$ cat config.mk
export PLATFORM = sky130hd
export DESIGN_NAME = per_gen
export DESIGN_NICKNAME = d
export VERILOG_FILES = /design/src/rtl/per_gen.sv
export SDC_FILE = /design/constraint.sdc
export NUM_CORES = 1
export LEC_CHECK = 0
export ABC_AREA = 1
export BUFFER_PORTS_ARGS = -buffer_cell sky130_fd_sc_hd__buf_4
export CAP_MARGIN = 15
export CORE_ASPECT_RATIO = 1.1
export CORE_UTILIZATION = 53
export CTS_BUF_LIST = sky130_fd_sc_hd__clkbuf_8
export DETAILED_ROUTE_END_ITERATION = 12
export HOLD_SLACK_MARGIN = 0.05
export PLACE_DENSITY = 0.8
export RECOVER_POWER = 100
export SLEW_MARGIN = 20
export SYNTH_ARGS = -nofsm -noshare
export SYNTH_HDL_FRONTEND = slang
export SYNTH_SLANG_ARGS = --single-unit
export TNS_END_PERCENT = 5
$ cat constraint.sdc
create_clock -name clk -period 1.5 [get_ports clk]
set_input_delay 0 -clock clk [delete_from_list [all_inputs] [get_ports clk]]
set_output_delay 0 -clock clk [all_outputs]
set_load 0.01 [all_outputs]
$ cat src/rtl/per_gen.sv
// rtl/per_gen.sv - programmable period generator with double-buffered reload
// Optional square-wave output enabled by defining PER_GEN_SQ_EN.
module per_gen #(
  parameter int               WIDTH      = 9,
  parameter logic [WIDTH-1:0] RST_PERIOD = 9'd100
) (
  input  logic             clk,
  input  logic             rst,
  input  logic             en,
  input  logic             per_ld,
  input  logic [WIDTH-1:0] per_in,
  output logic             pulse,
  output logic [WIDTH-1:0] cnt,
  output logic [WIDTH-1:0] per_active,
  output logic             per_pend,
  output logic             sq
);

  typedef enum logic {IDLE, RUN} state_t;

  state_t           r_state, w_state_nxt;
  logic [WIDTH-1:0] r_cnt, w_cnt_nxt;
  logic [WIDTH-1:0] r_per_active, w_per_active_nxt;
  logic [WIDTH-1:0] r_shadow, w_shadow_nxt;
  logic             r_per_pend, w_per_pend_nxt;
  logic             w_boundary;
  logic [WIDTH-1:0] w_p_bnd;

  assign w_boundary = (r_state == RUN) && (r_cnt == '0);
  // A load arriving on the boundary cycle itself outranks the shadow.
  assign w_p_bnd    = per_ld ? per_in : (r_per_pend ? r_shadow : r_per_active);

  always_comb begin
    w_state_nxt      = r_state;
    w_cnt_nxt        = r_cnt;
    w_per_active_nxt = r_per_active;
    w_shadow_nxt     = r_shadow;
    w_per_pend_nxt   = r_per_pend;

    if (per_ld) begin
      w_shadow_nxt   = per_in;
      w_per_pend_nxt = 1'b1;
    end

    case (r_state)
      IDLE: begin
        if (r_per_pend) begin
          w_per_active_nxt = r_shadow;
          if (!per_ld) w_per_pend_nxt = 1'b0;
        end
        if (en && (r_per_active != '0)) begin
          w_state_nxt = RUN;
          w_cnt_nxt   = r_per_active - WIDTH'(1);
        end
      end
      RUN: begin
        if (!en) begin
          w_state_nxt = IDLE;
          w_cnt_nxt   = '0;
        end else if (r_cnt != '0) begin
          w_cnt_nxt = r_cnt - WIDTH'(1);
        end else begin
          w_per_active_nxt = w_p_bnd;
          w_shadow_nxt     = r_shadow;
          w_per_pend_nxt   = 1'b0;
          if (w_p_bnd == '0) begin
            w_state_nxt = IDLE;
            w_cnt_nxt   = '0;
          end else begin
            w_cnt_nxt = w_p_bnd - WIDTH'(1);
          end
        end
      end
      default: begin
        w_state_nxt = IDLE;
        w_cnt_nxt   = '0;
      end
    endcase
  end

  always_ff @(posedge clk) begin
    if (rst) begin
      r_state      <= IDLE;
      r_cnt        <= '0;
      r_per_active <= RST_PERIOD;
      r_shadow     <= '0;
      r_per_pend   <= 1'b0;
    end else begin
      r_state      <= w_state_nxt;
      r_cnt        <= w_cnt_nxt;
      r_per_active <= w_per_active_nxt;
      r_shadow     <= w_shadow_nxt;
      r_per_pend   <= w_per_pend_nxt;
    end
  end

`ifdef PER_GEN_SQ_EN
  logic r_sq;

  always_ff @(posedge clk) begin
    if (rst) begin
      r_sq <= 1'b0;
    end else if (w_state_nxt == IDLE) begin
      r_sq <= 1'b0;
    end else if (w_boundary) begin
      r_sq <= ~r_sq;
    end
  end

  assign sq = r_sq;
`else
  assign sq = 1'b0;
`endif

  assign pulse      = w_boundary;
  assign cnt        = r_cnt;
  assign per_active = r_per_active;
  assign per_pend   = r_per_pend;

endmodule
==> results.md <==
* Outcome: complete, but fails checks
* Failing checks: setup timing
* DR iter-0 viols at 530
* Final #Nets at 424
* Final setup fails at 12
* GPL Wtd Cong at between 0.9 and 1
* Overall Global Routing Usage at between 30% and 40%
* Placed cell count at roughly 430
* Die W at about 62 µm
* Worst Path Required at ~1700 ps
* DR vias at 2,938
* Leakage at between 0.001 and 0.0015 µW
* Sw Pwr at about 1100 µW
* Syn Area/Cell at 6.587 µm²
* Critical path capture point type: flip-flop
* Post-synth EDFFs at 0
* Clock transition at path regs at approximately 70 ps
* Max Cap Violations at 0
* Router iterations before antenna repair at 7
* R2R Setup Slk at -260 ps
* Initial core utilization at a little under three fifths
* Logic gate share of total power at a little over two fifths
* Top Ports at 34
* End of the critical path: cnt[2]
* Sequential element share of the synthesized area at between 20% and 30%
* Primary FF master, synth: dfxtp_1
* Max Fclk at 568.5 MHz
* Clock Power Share at approximately 24%
* Synth Cell Area at 2115 µm²
* Worst setup path startpoint: per_pend
* Gate Count Post-Synth at 321
* Worst R2R Start: per_pend
* P&R area growth vs syn at 54.85%
* Synth Net Count at 337
* Die area at 4247 µm²
* Worst-Margin Slew at roughly 530 ps
* Sequential power share at approximately 32%
* Critical Path Max Stage Delay at roughly 420 ps
* First-pass GRT wire length at 12,190 µm
* DRT antenna net count at 0
* Period utilization at 117.3%
* Remaining DRCs at 0
* Slew headroom at approximately 65%
* Worst setup SP type: flip-flop
* Diodes inserted at 0
* Worst path arrival time at ~2000 ps
* Number of warnings issued by yosys at 0
* Core Region at between 3000 and 4000 µm²
* Count of unique library cells instantiated by Yosys at 36
* Worst clock skew at ~6.8 ps
* Worst slack at placement at -137.1 ps
* Hpwl dp at between 4000 and 5000 µm
* Reg2reg path depth at 8
* Most frequent cells in the layout: buf_4 (65), nand2_1 (64), a21oi_1 (26), dfxtp_1 (22), nand3_1 (21)
* Tmin final at ~1800 ps
* Maximum net fanout on the critical path at 5
* Internal at roughly 1700 µW
* CTS Sinks at 29
* Die Height at 68.25 µm
* Max-slew violation count at 0
* Share of synthesized registers carrying an async set or reset at 0%
* Vias in the first global route at ~2,500
* Commonest non-fill, non-tap cell in the layout: buf_4
* CTS Buf Count at 5
* Initial antenna violation count at 0
* Setup CP Type: flip-flop to flip-flop
* Flops & latches, synth at 29
* Floorplan row count at 23
* CTS max path bufs at 2
* Worst-Skew Late Latency at 290 ps
* Vias/cell at about 6.4
* Max VDD drop at 0.6307 mV
* Share of post-route cells with drive strength above 1 at 46.32%
* Avg WL per Cell at ~21 µm
* Final hold viol count at 0
* Sw frac at around two fifths
* Grt ovf at 0
* Largest net degree at the start of global routing at 21
* Crit Reg-Reg Endpoint: cnt[2]
* CTS tree: yes
* Final cell count without fillers at 458
* Filler Cell Count at 180
* RSZ-0062 raised after global routing: true
* Final worst-path setup slack at -259.0 ps
* Slowest-stage cell, CP: dfxtp_4
* Worst path cell trace: nand2_2 > nand3_4 > nand2_4 > ha_4 > or2_2 > nand3_1 > nand3_2 > a21oi_2
* PwrDens at ~850 nW/µm²
* Final WL at 9407 µm
* Hold WC Path Type: primary input to flip-flop
* Total power draw at ~2800 µW
* PortBufs at 32
* Post-layout util at 87.53%
* CTS Root Cell: clkbuf_8
* Htree depth at 2
## per-stage QoR
step,cell area [µm²],TNS [ps],hold slack [ps]
finish,3274,-1640,218.9
global route,3274,-2953,215.4
CTS,3008,-79.92,197.2
detailed placement,2639,-1087,297.5
global placement,2639,-827.4,292.1
floorplan,2151,-7.042,164.4
## state kept, by name (all words and copies together), names as in the netlist
signal / count
cnt: 9
per_active: 9
per_pend: 1
r_shadow: 9
r_state: 1
## worst min path at each step
stage	cells after the start	startpoint	slack (ps)	end
after floorplan	2	per_in[2]	160	r_shadow[2]
after global placement	3	per_in[1]	290	r_shadow[1]
after detailed placement	3	per_in[0]	300	r_shadow[0]
after CTS	5	per_ld	200	per_pend
after global routing	4	per_ld	220	r_shadow[8]
final	4	per_ld	220	r_shadow[8]
## timing repair
item,CTS,global route
gates cloned,0,1
endpoints found under the hold margin,15,0
gates resized for setup,32,73
endpoints found under the setup margin,16,26
hold buffers,10,0
pin swaps,17,31
buffers inserted,13,2
## power by group through the flow
stage          logic, µW  registers [µW]  clock network (µW)
2_1_floorplan        525             926                   0
3_3_place_gp         850             903                   0
3_5_place_dp         864             905                   0
4_1_cts              978             892                 666
5_1_grt             1260             909                 711
6_report            1210             905                 678
## cell families after synthesis
kind of cell               share of synthesized area, %
DFF                                               27.46
other                                            0.1773
adders and majority gates                         1.775
buffers and inverters                             8.224
AOI/OAI and AO/OA                                 19.11
and+or+nand+nor                                   40.35
xor gates and xnor gates                          2.899
## synthesized netlist by cell type (all sizes together) (4+ instances only)
cell / number / area share (%)
o21ai: 24 / 6.6
nand3: 37 / 10
nand2: 88 / 18
nor2: 35 / 7.9
a21oi: 40 / 10
buf: 5 / 2.0
dfxtp: 29 / 27
xor2: 5 / 2.1
or2: 11 / 3.4
clkbuf: 4 / 0.71
inv: 29 / 5.4
## metal layers
layer  track usage [%]  vias to the layer above  wire length, µm
met1             41.75                     1340             3286
met2             63.60                      275             4284
met4             21.80                        0              664
li1                  -                     1227                -
met5                 0                        -                0
met3             11.50                       96             1171
## area by class of cell
type / count / area [µm²] / share of cell area [%]
repair buffers: 88 / 698.2 / 21.32
clock inverters: 1 / 3.754 / 0.1146
flip-flops and latches: 29 / 596.8 / 18.23
multi-input cells: 253 / 1687 / 51.51
well taps: 50 / 62.56 / 1.911
repair inverters: 1 / 7.507 / 0.2293
clock buffers: 6 / 82.58 / 2.522
inverters: 30 / 136.4 / 4.165
## worst max-delay path, delay by kind of cell, from the launching register on
family / cells / cell delay (ps)
DFF: 1 / 420
adders and majority gates: 1 / 190
AOI/OAI and AO/OA: 1 / 180
and+or+nand+nor: 6 / 880
Note: power is estimated with default switching activity, not from simulation.
